--- config.mk ---
export PLATFORM = sky130hd
export DESIGN_NAME = dac_sd_mixer_flat
export DESIGN_NICKNAME = d
export VERILOG_FILES = /design/src/rtl/dac_sd_mixer_if.sv /design/src/rtl/dac_sd_mixer.sv /design/src/flat_wrapper.sv
export SDC_FILE = /design/constraint.sdc
export NUM_CORES = 1
export LEC_CHECK = 0
export ABC_AREA = 1
export CORE_AREA = 2 2 108 215
export DETAILED_ROUTE_END_ITERATION = 12
export DIE_AREA = 0 0 110 217
export GPL_TIMING_DRIVEN = 0
export PLACE_DENSITY = 0.83
export RECOVER_POWER = 50
export SLEW_MARGIN = 25
export SYNTH_ARGS = -nofsm -noshare
export SYNTH_HDL_FRONTEND = slang
export SYNTH_SLANG_ARGS = --single-unit
export TNS_END_PERCENT = 5
--- constraint.sdc ---
create_clock -name clk32 -period 4.95 [get_ports clk32]
set_input_delay 0.99 -clock clk32 [delete_from_list [all_inputs] [get_ports clk32]]
set_output_delay 0.99 -clock clk32 [all_outputs]
set_load 0.005 [all_outputs]
--- src/rtl/dac_sd_mixer_if.sv ---
// Sample/volume inputs, enable and bitstream outputs of the DAC sigma-delta mixer.
// The mixer itself takes the slave side; whatever feeds the mixer takes the master side.
interface dac_sd_mixer_if;
    logic       ena;
    logic [7:0] dac0_in;
    logic [7:0] dac1_in;
    logic [7:0] dac2_in;
    logic [7:0] dac3_in;
    logic [5:0] vol0_in;
    logic [5:0] vol1_in;
    logic [5:0] vol2_in;
    logic [5:0] vol3_in;
    logic [3:0] dac_out;
    logic       sample_tick;
    logic       busy;

    modport master (
        output ena,
        output dac0_in, dac1_in, dac2_in, dac3_in,
        output vol0_in, vol1_in, vol2_in, vol3_in,
        input  dac_out, sample_tick, busy
    );

    modport slave (
        input  ena,
        input  dac0_in, dac1_in, dac2_in, dac3_in,
        input  vol0_in, vol1_in, vol2_in, vol3_in,
        output dac_out, sample_tick, busy
    );
endinterface

--- src/rtl/dac_sd_mixer.sv ---
// Four-channel DAC output mixer: per sample period the 8-bit offset-binary samples
// are scaled by their 6-bit volumes on one shared shift-add multiplier, and the
// resulting 14-bit targets drive one sigma-delta modulator per channel.
// Build option: define DAC_SD_2ND_ORDER_EN to replace the first-order modulators
// with saturating second-order modulators; the sequencer and latency are unchanged.
//
// State   | meaning
// --------+-------------------------------------------------------------
// IDLE    | waiting for sample_tick; snapshot of all inputs taken on it
// LOAD    | clear product, channel ch_q selected
// MUL     | 7 cycles, one multiplier bit per cycle, LSB first
// STORE   | pending target of ch_q written; next channel or COMMIT
// COMMIT  | all four live targets loaded from the pending registers
module dac_sd_mixer #(
    parameter int unsigned SAMPLE_DIV = 64
) (
    input logic           clk32,
    input logic           rst_n,
    dac_sd_mixer_if.slave bus_if
);

    typedef enum logic [2:0] {
        ST_IDLE,
        ST_LOAD,
        ST_MUL,
        ST_STORE,
        ST_COMMIT
    } state_t;

    localparam logic [9:0]  DIV_LAST = 10'(SAMPLE_DIV - 1);
    localparam logic [13:0] MIDSCALE = 14'd8192;

    state_t            state_q, state_d;
    logic [9:0]        div_q, div_d;
    logic [1:0]        ch_q, ch_d;
    logic [2:0]        bit_q, bit_d;
    logic [13:0]       prod_q, prod_d;
    logic [3:0][7:0]   snap_dac_q, snap_dac_d;
    logic [3:0][5:0]   snap_vol_q, snap_vol_d;
    logic [3:0][13:0]  pend_q, pend_d;
    logic [3:0][13:0]  target_q, target_d;
    logic [3:0]        dac_out_q;

    logic              tick;
    logic [7:0]        s_cur;
    logic [7:0]        m_cur;
    logic [13:0]       s_ext;
    logic [13:0]       pp;

    assign tick               = bus_if.ena && (div_q == DIV_LAST);
    assign bus_if.sample_tick = tick;
    assign bus_if.busy        = (state_q != ST_IDLE);
    assign bus_if.dac_out     = dac_out_q;

    // Sample-period divider; frozen while the sequencer is disabled.
    always_comb begin
        div_d = div_q;
        if (bus_if.ena) begin
            div_d = (div_q == DIV_LAST) ? 10'd0 : div_q + 10'd1;
        end
    end

    // Operand selection for the current channel: sample-128 is the offset-binary
    // value with its MSB flipped; volume 63 is treated as exactly unity (x64).
    always_comb begin
        s_cur = snap_dac_q[ch_q] ^ 8'h80;
        m_cur = (snap_vol_q[ch_q] == 6'd63) ? 8'd64 : {2'b00, snap_vol_q[ch_q]};
        s_ext = {{6{s_cur[7]}}, s_cur};
        pp    = s_ext << bit_q;
    end

    // Sequencer next-state and datapath next values.
    always_comb begin
        state_d    = state_q;
        ch_d       = ch_q;
        bit_d      = bit_q;
        prod_d     = prod_q;
        snap_dac_d = snap_dac_q;
        snap_vol_d = snap_vol_q;
        pend_d     = pend_q;
        target_d   = target_q;
        case (state_q)
            ST_IDLE: begin
                if (tick) begin
                    snap_dac_d = {bus_if.dac3_in, bus_if.dac2_in, bus_if.dac1_in, bus_if.dac0_in};
                    snap_vol_d = {bus_if.vol3_in, bus_if.vol2_in, bus_if.vol1_in, bus_if.vol0_in};
                    ch_d       = 2'd0;
                    state_d    = ST_LOAD;
                end
            end
            ST_LOAD: begin
                prod_d  = 14'd0;
                bit_d   = 3'd0;
                state_d = ST_MUL;
            end
            ST_MUL: begin
                if (m_cur[bit_q]) begin
                    prod_d = prod_q + pp;
                end
                if (bit_q == 3'd6) begin
                    state_d = ST_STORE;
                end else begin
                    bit_d = bit_q + 3'd1;
                end
            end
            ST_STORE: begin
                pend_d[ch_q] = prod_q + MIDSCALE;
                if (ch_q == 2'd3) begin
                    state_d = ST_COMMIT;
                end else begin
                    ch_d    = ch_q + 2'd1;
                    state_d = ST_LOAD;
                end
            end
            ST_COMMIT: begin
                target_d = pend_q;
                state_d  = ST_IDLE;
            end
            default: begin
                state_d = ST_IDLE;
            end
        endcase
    end

    // Sequencer, divider and target registers.
    always_ff @(posedge clk32 or negedge rst_n) begin
        if (!rst_n) begin
            state_q    <= ST_IDLE;
            div_q      <= 10'd0;
            ch_q       <= 2'd0;
            bit_q      <= 3'd0;
            prod_q     <= 14'd0;
            snap_dac_q <= '0;
            snap_vol_q <= '0;
            pend_q     <= '0;
            target_q   <= {4{MIDSCALE}};
        end else begin
            state_q    <= state_d;
            div_q      <= div_d;
            ch_q       <= ch_d;
            bit_q      <= bit_d;
            prod_q     <= prod_d;
            snap_dac_q <= snap_dac_d;
            snap_vol_q <= snap_vol_d;
            pend_q     <= pend_d;
            target_q   <= target_d;
        end
    end

`ifdef DAC_SD_2ND_ORDER_EN

    logic signed [17:0] i1_q [4];
    logic signed [17:0] i2_q [4];
    logic signed [17:0] i1_d [4];
    logic signed [17:0] i2_d [4];
    logic [3:0]         dout_d;
    logic signed [19:0] fb;
    logic signed [19:0] sum1;
    logic signed [19:0] sum2;

    function automatic logic signed [17:0] sat18(input logic signed [19:0] v);
        if (v > 20'sd131071) begin
            return 18'sd131071;
        end else if (v < -20'sd131071) begin
            return -18'sd131071;
        end else begin
            return v[17:0];
        end
    endfunction

    // Second-order loop: feedback of full scale when the previous bit was 1.
    always_comb begin
        fb     = '0;
        sum1   = '0;
        sum2   = '0;
        dout_d = '0;
        for (int n = 0; n < 4; n++) begin
            fb        = dac_out_q[n] ? 20'sd16384 : 20'sd0;
            sum1      = 20'(i1_q[n]) + $signed({6'b000000, target_q[n]}) - fb;
            sum2      = 20'(i2_q[n]) + 20'(i1_q[n]) - fb;
            i1_d[n]   = sat18(sum1);
            i2_d[n]   = sat18(sum2);
            dout_d[n] = ~i2_d[n][17];
        end
    end

    // Integrator and output bit registers.
    always_ff @(posedge clk32 or negedge rst_n) begin
        if (!rst_n) begin
            for (int n = 0; n < 4; n++) begin
                i1_q[n] <= '0;
                i2_q[n] <= '0;
            end
            dac_out_q <= 4'b0000;
        end else begin
            for (int n = 0; n < 4; n++) begin
                i1_q[n] <= i1_d[n];
                i2_q[n] <= i2_d[n];
            end
            dac_out_q <= dout_d;
        end
    end

`else

    logic [3:0][13:0] acc_q;
    logic [3:0][14:0] acc15;

    // First-order loop: the carry out of the 14-bit phase accumulator is the bit.
    always_comb begin
        acc15 = '0;
        for (int n = 0; n < 4; n++) begin
            acc15[n] = {1'b0, acc_q[n]} + {1'b0, target_q[n]};
        end
    end

    // Accumulator and output bit registers.
    always_ff @(posedge clk32 or negedge rst_n) begin
        if (!rst_n) begin
            acc_q     <= '0;
            dac_out_q <= 4'b0000;
        end else begin
            for (int n = 0; n < 4; n++) begin
                acc_q[n]     <= acc15[n][13:0];
                dac_out_q[n] <= acc15[n][14];
            end
        end
    end

`endif

endmodule

--- src/flat_wrapper.sv ---
// flat-port wrapper written by rule: the top's interface ports become plain ports
module dac_sd_mixer_flat 
#(
    parameter int unsigned SAMPLE_DIV = 64
)
  (clk32, rst_n, bus_if_ena, bus_if_dac0_in, bus_if_dac1_in, bus_if_dac2_in, bus_if_dac3_in, bus_if_vol0_in, bus_if_vol1_in, bus_if_vol2_in, bus_if_vol3_in, bus_if_dac_out, bus_if_sample_tick, bus_if_busy);
  dac_sd_mixer_if bus_if_i ();
  input logic clk32;
  input logic rst_n;
  input wire logic [$bits(bus_if_i.ena)-1:0] bus_if_ena;
  input wire logic [$bits(bus_if_i.dac0_in)-1:0] bus_if_dac0_in;
  input wire logic [$bits(bus_if_i.dac1_in)-1:0] bus_if_dac1_in;
  input wire logic [$bits(bus_if_i.dac2_in)-1:0] bus_if_dac2_in;
  input wire logic [$bits(bus_if_i.dac3_in)-1:0] bus_if_dac3_in;
  input wire logic [$bits(bus_if_i.vol0_in)-1:0] bus_if_vol0_in;
  input wire logic [$bits(bus_if_i.vol1_in)-1:0] bus_if_vol1_in;
  input wire logic [$bits(bus_if_i.vol2_in)-1:0] bus_if_vol2_in;
  input wire logic [$bits(bus_if_i.vol3_in)-1:0] bus_if_vol3_in;
  output wire logic [$bits(bus_if_i.dac_out)-1:0] bus_if_dac_out;
  output wire logic [$bits(bus_if_i.sample_tick)-1:0] bus_if_sample_tick;
  output wire logic [$bits(bus_if_i.busy)-1:0] bus_if_busy;
  assign bus_if_i.ena = bus_if_ena;
  assign bus_if_i.dac0_in = bus_if_dac0_in;
  assign bus_if_i.dac1_in = bus_if_dac1_in;
  assign bus_if_i.dac2_in = bus_if_dac2_in;
  assign bus_if_i.dac3_in = bus_if_dac3_in;
  assign bus_if_i.vol0_in = bus_if_vol0_in;
  assign bus_if_i.vol1_in = bus_if_vol1_in;
  assign bus_if_i.vol2_in = bus_if_vol2_in;
  assign bus_if_i.vol3_in = bus_if_vol3_in;
  assign bus_if_dac_out = bus_if_i.dac_out;
  assign bus_if_sample_tick = bus_if_i.sample_tick;
  assign bus_if_busy = bus_if_i.busy;
  dac_sd_mixer #(.SAMPLE_DIV(SAMPLE_DIV)) u_core (.clk32(clk32), .rst_n(rst_n), .bus_if(bus_if_i));
endmodule
==> flow_summary_export.csv, run 1 <==
group,metric,value,unit
pwr,p_switching,2410,uW
clock_tree,clk_pin_slew,0.07,ns
grt,grt_max_degree,101,
worst_setup_path,worst_ep_arrival_time,3.07,ns
clock_tree,cts_tree,"done",
grt,grt_pass1_vias,9886,
pwr,swShare,0.357,
pwr,total_power,6750,uW
grt,grt_use_total,0.247,
pwr,comb_power_share,0.321,
sta,setup_violations,0,
finish,most-common-layout-cells,"nand2_1 (307), dfrtp_1 (256), o21ai_0 (101), nand3_1 (98), inv_1 (94)",
finish,diodes,0,
grt,grt_pass1_wl,47000,um
finish,final-seq-area,0.00651,mm2
floorplan,die_w,110,um
clock_tree,insertion_delay,0.52,ns
logic_synthesis,synth_area_leader_cell,"dfrtp_1",
logic_synthesis,netlist_area,0.0132,mm2
pwr,leakage,0.00790,uW
logic_synthesis,yosys_warnings,0,
finish,area_growth,13.8,%
sta,rsz0062_at_grt,"false",
worst_setup_path,critical_path_required,3.96,ns
route,vias,9748,
placement,portBuffers,64,
clock_tree,cts-root-to-sink-buffers,3,
sta,fin_tns_setup,0,ns
finish,multi_input_area,0.00610,mm2
finish,fin_cells,1727,
finish,fillers,1653,
run,drv_cap,1,
logic_synthesis,ys_ff_latch,260,
pwr,power_frac_seq,0.400,
pwr,ir_drop,394,uV
pwr,pwr-share-clk,0.279,
sta,relSlewSlack,-0.543,
route,via_per_inst,5.64,
worst_setup_path,end_kind,"primary output",
route,antenna_left,0,
logic_synthesis,synthCells,1339,
clock_tree,cts_setup_buffers,0,
route,routed_wl,28700,um
clock_tree,cts_max_level,1,
logic_synthesis,yosysUniqueCellTypes,41,
floorplan,dieArea,0.0239,mm2
sta,clock_skew,0.0121,ns
logic_synthesis,synth.top_cell.area_share,0.486,
worst_setup_path,cp_top_family,"buffers and inverters",
clock_tree,root_buffer,"clkbuf_16",
worst_setup_path,slowest_delay,0.63,ns
floorplan,die_h,217,um
route,remaining_drc_errors,0,
worst_setup_path,cp-start-kind,"input pin",
clock_tree,cts_hold_buf,0,
floorplan,rows,78,
worst_setup_path,cp.buffers_inverters,4,
worst_setup_path,crit_type,"input pin to primary output",
run_status,status,"finished, violations left",
finish,final_common_cell,"nand2_1",
route,drt_iter0_markers,641,
sta,fin_crit_sh,0.821,
clock_tree,cts_resized,0,
route,wl_per_cell,16.6,um
route,first_pass_iters,5,
pwr,p_int,4340,uW
run_status,violations,"capacitance limit, slew limit",
pwr,powerDensity,450,mW/mm2
worst_setup_path,cp_max_fo,9,
placement,dp_hpwl,21200,um
sta,fin_crit,4.06,ns
worst_hold_path,hold_path_class,"input pin to async pin",
sta,drv_slew,95,
clock_tree,clock-sinks,260,
sta,hold_viol,0,
worst_setup_path,r2r_slack,1.13,ns
worst_setup_path,crit_chain,"dlygate4sd3_1 > clkinv_1 > nor2_1 > inv_1 > nor4_4 > clkdlybuf4s50_1",
logic_synthesis,syn_nets,1481,
clock_tree,cts_buffers,23,
floorplan,core-area,0.0223,mm2
floorplan,floorplan.initialDensity,0.589,
placement,place.gp.congestion,0.934,
placement,placed_cell_area,0.0142,mm2
finish,design_area,0.0150,mm2
sta,tightestPinTransition,2.31,ns
placement,dp.cells,1685,
sta,fmax,246,MHz
grt,antenna_found_initial,0,
logic_synthesis,synth-seq-area-share,0.494,
finish,drive_gt1_frac,0.120,
finish,nets,1572,
floorplan,ios,65,
logic_synthesis,avgSynthCellArea,9.84,um2
logic_synthesis,yosys-top-cells-area,"dfrtp_1 (49%), nand2_1 (8.7%), ha_1 (7.4%)",
grt,gr-total-overflow,0,
worst_setup_path,slowest_stage,"dlygate4sd3_1",
==> synthesized netlist by cell type, drive strengths merged <==
cell	instances
a21o	7
xor2	34
nor4	2
nor3b	1
o21ai	101
nand2	307
a31oi	10
o221ai	1
nand3	100
a211oi	1
ha	78
a21oi	70
o31ai	3
mux2	108
nor3	9
o211a	1
dfrtp	256
dfstp	4
xnor2	21
nand4	9
mux2i	1
o22ai	1
o22a	2
nor2	62
clkinv	3
o2111ai	2
buf	22
clkbuf	14
and3b	1
inv	95
o21a	3
fa	5
o21bai	4
a31o	1
==> worst register-to-register path: stages, from the launching register on <==
cell     delay, ns
dfrtp_1       0.43
inv_1         0.13
buf_2         0.24
buf_2         0.25
buf_4         0.23
nand2_1       0.07
nand3_1       0.10
nand2_1       0.10
o21ai_0       0.38
nand2_1       0.09
nor2_1        0.20
inv_1         0.09
fa_1          0.41
inv_1         0.09
nand3_1       0.07
nand2_1       0.14
a21oi_1       0.14
o21ai_0       0.22
xor2_1        0.16
inv_1         0.05
nand2_1       0.05
nand2_1       0.06
==> layer usage <==
layer / track usage / share of wire / vias up
met2: 0.441 / 0.52 / 261
met1: 0.294 / 0.40 / 4711
met5: 0 / 0 / -
met4: 0.101 / 0.043 / 0
met3: 0.0305 / 0.041 / 79
li1: - / - / 4697
==> metrics by stage <==
step	hold slack (ns)	utilization	setup slack [ns]
floorplan	0.449	-	1.97
global placement	0.463	0.634	-7.63
detailed placement	0.471	0.636	1.01
CTS	0.430	0.672	0.984
global route	0.442	0.671	0.748
finish	0.396	0.671	0.888
==> layout make-up <==
class | count | area share
Clock inverter | 12 | 0.0103
Inverter | 98 | 0.0245
Clock buffer | 30 | 0.0428
Buffer | 36 | 0.0130
Timing Repair Buffer | 66 | 0.0452
Multi-Input combinational cell | 945 | 0.407
Sequential cell | 260 | 0.434
Tap cell | 280 | 0.0234
==> state kept, by name, indices dropped and copies added (netlist names) <==
register               cells
u_core.div_q              10
u_core.bit_q               3
u_core.ch_q                2
u_core.pend_q             56
u_core.target_q           56
u_core.prod_q             14
u_core.snap_vol_q         24
u_core.state_q             3
u_core.snap_dac_q         32
u_core.acc_q              56
u_core.bus_if.dac_out      4
==> path summary, 6_finish.rpt <==
path,end,from,depth (start not counted)
min reg2reg,u_core.acc_q[14]$_DFF_PN0_,u_core.acc_q[14]$_DFF_PN0_,1
min in group clk32,u_core.acc_q[14]$_DFF_PN0_,u_core.acc_q[14]$_DFF_PN0_,1
max reg2reg,u_core.prod_q[10]$_DFFE_PN0P_,u_core.ch_q[0]$_DFFE_PN0P_,21
min,u_core.acc_q[53]$_DFF_PN0_,rst_n,1
max in group asynchronous,u_core.target_q[13]$_DFFE_PN1N_,rst_n,3
max,bus_if_sample_tick,bus_if_ena,6
==> logic make-up after synthesis <==
kind of cell	count (synthesis)	share of synthesized area
AND/OR/NAND/NOR	491	0.155
flip-flops	260	0.494
AO/OA/AOI/OAI	207	0.0852
buffers and inverters	134	0.0427
multiplexers	109	0.104
adder cells (fa/ha/maj)	83	0.0817
XOR/XNOR	55	0.0366
==> power by group through the flow <==
| stage | registers [uW] | clock network, uW | logic [uW] |
|---|---|---|---|
| 5_1_grt | 2740 | 2010 | 2450 |
| 6_report | 2700 | 1880 | 2170 |
| 3_5_place_dp | 2730 | 0 | 2140 |
| 2_1_floorplan | 2660 | 0 | 1560 |
| 3_3_place_gp | 2710 | 0 | 2060 |
| 4_1_cts | 2700 | 1920 | 2160 |
Power figures use the tool's default switching activity.
==> run 2: changes to the inputs <==
Settings changed: CORE_AREA 2 2 108 215 to 2 2 113 224, DIE_AREA 0 0 110 217 to 0 0 115 226, PLACE_DENSITY 0.83 to 0.8.
Clock period 4.95 ns to 3.62 ns, I/O delays scaled along.
==> run 2 against run 1 <==
  * The flow still finishes with violations (capacitance limit, slew limit)
  * Clock skew is 0.0038 ns lower
  * First-iteration DRC count fell by 19%
  * Cell area grew 0.38%
  * Highest routed layer unchanged
  * Routed wire length is 2.3% higher
  * Largest power group unchanged
  * Total power is 36% higher
  * Critical endpoint unchanged
  * Register-to-register slack got worse by 0.89 ns
  * Flip-flop and latch count stayed put
==> flow_summary_export.csv, run 2 (synthesis gave the netlist of run 1 again) <==
group,metric,value,unit
worst_hold_path,holdPathStages,1,
route,remaining_drc_errors,0,
run_status,status,"finished, violations left",
sta,tightestPinTransition,2.08,ns
clock_tree,cts_max_level,1,
grt,grt_use_total,0.237,
grt,grt_max_degree,95,
pwr,ir_drop,418,uV
finish,final_common_cell,"nand2_1",
grt,antenna_found_initial,0,
worst_setup_path,crit_type,"input pin to primary output",
worst_setup_path,r2r_slack,0.24,ns
worst_setup_path,end_kind,"primary output",
clock_tree,clock-sinks,260,
route,antenna_left,0,
finish,most-common-layout-cells,"nand2_1 (306), dfrtp_1 (256), nand3_1 (98), o21ai_0 (95), inv_1 (92)",
sta,fin_crit_sh,0.953,
worst_setup_path,r2r_end,"u_core.prod_q[13]$_DFFE_PN0P_",
sta,fin_tns_setup,0,ns
sta,fin_crit,3.45,ns
worst_setup_path,cp-start-kind,"input pin",
pwr,leakage,0.00789,uW
floorplan,floorplan.initialDensity,0.542,
worst_setup_path,worst_ep_arrival_time,2.73,ns
placement,dp_hpwl,22300,um
clock_tree,insertion_delay,0.53,ns
floorplan,die_w,115,um
clock_tree,cts_hold_buf,0,
worst_hold_path,worst_hold_path.endpoint,"u_core.acc_q[0]$_DFF_PN0_",
worst_setup_path,cp_max_fo,9,
finish,design_area,0.0151,mm2
finish,drive_gt1_frac,0.129,
floorplan,dieArea,0.0260,mm2
sta,hold_viol,0,
grt,gr-total-overflow,0,
route,drt_iter0_markers,521,
route,wl_per_cell,16.8,um
worst_hold_path,hold_start,"u_core.acc_q[0]$_DFF_PN0_",
run_status,violations,"capacitance limit, slew limit",
sta,whs,0.481,ns
finish,area_growth,14.3,%
floorplan,ios,65,
floorplan,core-area,0.0243,mm2
route,via_per_inst,5.65,
sta,setup_ws,0.170,ns
floorplan,rows,81,
worst_setup_path,r2r-start,"u_core.ch_q[0]$_DFFE_PN0P_",
finish,nets,1577,
sta,drv_slew,37,
clock_tree,cts-root-to-sink-buffers,3,
sta,fmax,290,MHz
sta,rsz0062_at_grt,"true",
worst_setup_path,slowest_stage,"dlygate4sd3_1",
worst_setup_path,critical_path_required,2.90,ns
finish,diodes,0,
worst_setup_path,cpMostUsedCell,"inv_2",
pwr,powerDensity,612,mW/mm2
finish,largestRegisters,"u_core.acc_q: 56 flops, u_core.pend_q: 56 flops, u_core.target_q: 56 flops",
clock_tree,cts_buffers,23,
worst_setup_path,r2r_cells,21,
worst_setup_path,slowest_delay,0.66,ns
finish,fillers,1957,
sta,relSlewSlack,-0.385,
worst_setup_path,cp.buffers_inverters,4,
route,vias,9839,
clock_tree,cts_tree,"done",
sta,clock_skew,0.00822,ns
run,drv_cap,1,
sta,setup_violations,0,
grt,grt_pass1_vias,10600,
placement,dp.cells,1696,
placement,portBuffers,64,
worst_hold_path,hold_path_class,"register to register",
grt,grt_pass1_wl,49200,um
clock_tree,root_buffer,"clkbuf_16",
worst_setup_path,crit_chain,"dlygate4sd3_1 > inv_2 > nor2_1 > inv_2 > nor4_4 > clkdlybuf4s50_1",
route,first_pass_iters,7,
placement,place.gp.congestion,0.903,
placement,placed_cell_area,0.0143,mm2
clock_tree,clk_pin_slew,0.07,ns
worst_setup_path,cp_top_family,"buffers and inverters",
placement,pre_cts_ws,-0.271,ns
route,routed_wl,29300,um
floorplan,die_h,226,um
finish,fin_cells,1742,
## run 2: final cells by class
| type | instances | area, um2 | share of cell area |
|---|---|---|---|
| sequential | 260 | 6510 | 0.433 |
| multi-input combinational | 945 | 6140 | 0.408 |
| timing repair buffer | 72 | 718 | 0.0477 |
| clock buffer | 31 | 646 | 0.0429 |
| inverter | 98 | 372 | 0.0247 |
| tap | 290 | 363 | 0.0241 |
| buffer | 35 | 210 | 0.0140 |
| clock inverter | 11 | 93.8 | 0.00623 |
## run 2: worst max path at each step
| stage | startpoint | to | slack, ns | cells after the start |
|---|---|---|---|---|
| detailed placement | u_core.ch_q[0]$_DFFE_PN0P_ | u_core.prod_q[12]$_DFFE_PN0P_ | -0.27 | 18 |
| global route | u_core.ch_q[0]$_DFFE_PN0P_ | u_core.prod_q[13]$_DFFE_PN0P_ | -0.02 | 21 |
| floorplan | u_core.ch_q[0]$_DFFE_PN0P_ | u_core.prod_q[10]$_DFFE_PN0P_ | 0.64 | 21 |
| global placement | rst_n | u_core.bus_if.dac_out[1]$_DFF_PN0_ | -8.83 | 1 |
| CTS | u_core.ch_q[0]$_DFFE_PN0P_ | u_core.prod_q[12]$_DFFE_PN0P_ | 0.009 | 19 |
| finish | bus_if_ena | bus_if_sample_tick | 0.17 | 6 |
## run 2: layer usage
layer,track usage,share of wire,wire length (um),vias up
met5,0,0,0,-
met4,0.143,0.058,1710,0
met3,0.0204,0.027,792,99
met2,0.467,0.58,17000,236
met1,0.228,0.33,9790,4813
li1,-,-,-,4691
## run 2: per-stage QoR
stage / power [uW] / util
after detailed placement: 6710 / 0.586
after global placement: 6560 / 0.583
after CTS: 9160 / 0.617
final: 9220 / 0.619
after global routing: 9790 / 0.619
after floorplan: 5760 / -
## run 2: timing repair
item	4_1_cts	5_1_grt
pin swaps	0	3
setup buffers	0	5
gates resized for setup	7	17
cloned	0	0
setup endpoints to repair	8	10
## run 2: power by group
part | internal [uW] | total, uW | switching [uW]
clock | 1330 | 2420 | 1090
combinational | 1130 | 3090 | 1960
sequential | 3380 | 3700 | 323
==> run 3: changes to the inputs <==
Settings changed: CTS_CLUSTER_SIZE set to 14.
==> run 3 against run 2 <==
  * The run still ends with capacitance limit, slew limit left
  * Die area stayed put
  * Sequential power about the same
  * Clock-buffer cell count rose by 6
  * Non-clock buffer count unchanged
  * Maximum frequency up 0.22%
  * Combinational power is essentially flat
  * Setup slack improved by 0.0077 ns
  * Critical path depth did not move
  * Via count barely moved
  * Worst hold slack improved by 0.0032 ns
  * First-iteration DRC count down 0.77%
  * Largest power group unchanged
==> flow_summary_export.csv, run 3 (synthesis gave the netlist of run 1 again) <==
group,metric,value,unit
placement,dp_hpwl,22300,um
finish,diodes,0,
placement,portBuffers,64,
finish,fillers,1950,
sta,fin_tns_setup,0,ns
worst_setup_path,worst_ep_arrival_time,2.72,ns
sta,tightestPinTransition,2.07,ns
floorplan,core-area,0.0243,mm2
worst_setup_path,r2r_slack,0.20,ns
floorplan,rows,81,
route,antenna_left,0,
route,first_pass_iters,4,
sta,setup_ws,0.177,ns
worst_setup_path,critPathLaunch,"bus_if_ena",
clock_tree,cts_hold_buf,0,
worst_setup_path,slowest_stage,"dlygate4sd3_1",
pwr,swShare,0.366,
sta,clock_skew,0.0129,ns
pwr,total_power,9310,uW
clock_tree,cts_max_level,1,
route,routed_wl,29400,um
grt,grt_pass1_wl,48700,um
finish,final-seq-area,0.00651,mm2
sta,drv_slew,37,
worst_setup_path,r2r_cells,19,
worst_setup_path,critical_path_required,2.90,ns
worst_setup_path,endpoint,"bus_if_sample_tick",
clock_tree,cts_tree,"done",
floorplan,floorplan.initialDensity,0.542,
sta,setup_violations,0,
clock_tree,root_buffer,"clkbuf_16",
run_status,status,"finished, violations left",
finish,drive_gt1_frac,0.126,
floorplan,ios,65,
floorplan,dieArea,0.0260,mm2
placement,place.gp.congestion,0.903,
pwr,ir_drop,445,uV
finish,multi_input_area,0.00614,mm2
route,remaining_drc_errors,0,
worst_setup_path,cp.buffers_inverters,4,
pwr,comb_power_share,0.334,
clock_tree,cts_buffers,24,
route,wl_per_cell,16.9,um
grt,grt_max_degree,95,
clock_tree,clk_pin_slew,0.06,ns
worst_setup_path,r2r_end,"u_core.prod_q[11]$_DFFE_PN0P_",
grt,gr-total-overflow,0,
placement,pre_cts_ws,-0.271,ns
worst_setup_path,r2r-start,"u_core.ch_q[0]$_DFFE_PN0P_",
clock_tree,insertion_delay,0.54,ns
sta,fin_crit_sh,0.951,
worst_setup_path,cp_max_fo,9,
pwr,leakage,0.00791,uW
route,drt_iter0_markers,517,
sta,hold_viol,0,
clock_tree,cts-root-to-sink-buffers,3,
floorplan,die_h,226,um
worst_hold_path,hold_start,"u_core.acc_q[42]$_DFF_PN0_",
sta,fmax,290,MHz
sta,relSlewSlack,-0.377,
run,drv_cap,1,
sta,fin_crit,3.44,ns
worst_setup_path,end_kind,"primary output",
worst_hold_path,hold_path_class,"register to register",
route,vias,9831,
clock_tree,clock-sinks,260,
pwr,pwr-share-clk,0.268,
worst_setup_path,slowest_delay,0.65,ns
pwr,power_frac_seq,0.398,
pwr,p_int,5900,uW
worst_setup_path,worstSetupPathDepth,6,
grt,antenna_found_initial,0,
finish,area_growth,14.5,%
worst_setup_path,cp_top_family,"buffers and inverters",
pwr,powerDensity,617,mW/mm2
grt,grt_pass1_vias,10500,
floorplan,die_w,115,um
worst_setup_path,crit_chain,"dlygate4sd3_1 > inv_2 > nor2_1 > inv_1 > nor4_4 > clkdlybuf4s50_1",
finish,largestRegisters,"u_core.acc_q: 56 flops, u_core.pend_q: 56 flops, u_core.target_q: 56 flops",
worst_setup_path,crit_type,"input pin to primary output",
route,via_per_inst,5.64,
worst_setup_path,cp-start-kind,"input pin",
grt,grt_use_total,0.235,
finish,most-common-layout-cells,"nand2_1 (306), dfrtp_1 (256), nand3_1 (98), o21ai_0 (94), inv_1 (93)",
run_status,violations,"capacitance limit, slew limit",
finish,nets,1578,
pwr,p_switching,3410,uW
finish,final_common_cell,"nand2_1",
-- run 3: changes by cell type in the layout (fill, tap and decap cells not counted), sizes merged --
cell,previous run,this run
clkinvlp,5,1
clkbuf,47,53
inv,95,94
-- run 3: power by group through the flow --
stage	sequential (uW)	combinational, uW	clock [uW]
floorplan	3630	2130	0
global placement	3720	2840	0
detailed placement	3740	2960	0
CTS	3700	3000	2530
global route	3760	3480	2640
finish	3700	3110	2500
-- run 3: what timing repair did --
item | in CTS | in global routing
pin swaps | 0 | 3
buffers inserted | 0 | 5
resized for setup | 7 | 18
endpoints found under the setup margin | 8 | 10
cloned | 0 | 0
-- run 3: worst min path at each step --
stage,endpoint,cells after the start
2_1_floorplan,u_core.acc_q[0]$_DFF_PN0_,0
3_3_place_gp,u_core.acc_q[42]$_DFF_PN0_,1
3_5_place_dp,u_core.pend_q[30]$_DFFE_PN0P_,2
4_1_cts,u_core.div_q[0]$_DFFE_PN0P_,1
5_1_grt,u_core.acc_q[0]$_DFF_PN0_,1
6_report,u_core.acc_q[42]$_DFF_PN0_,1
-- run 3: per-layer routing --
layer	vias up	GRT usage	wire length [um]	share of wire
met5	-	0	0	0
met4	0	0.134	1660	0.057
met3	103	0.0236	797	0.027
met2	230	0.463	17000	0.58
met1	4814	0.227	9920	0.34
li1	4684	-	-	-
-- run 3: per-stage QoR --
step | util | hold slack, ns | instance area (um2) | instances
2_1_floorplan | - | 0.428 | 13200 | 1339
3_3_place_gp | 0.583 | 0.463 | 14200 | 1693
3_5_place_dp | 0.586 | 0.470 | 14300 | 1696
4_1_cts | 0.618 | 0.0408 | 15000 | 1738
5_1_grt | 0.620 | 0.486 | 15100 | 1743
6_report | 0.620 | 0.484 | 15100 | 1743
-- run 3: cell type report --
type                    count  share of cell area
clock inverters             6             0.00514
repair buffers             72              0.0476
inverters                  98              0.0246
multi-input cells         945               0.407
well taps                 290              0.0241
flip-flops and latches    260               0.432
plain buffers              35              0.0137
clock buffers              37              0.0457
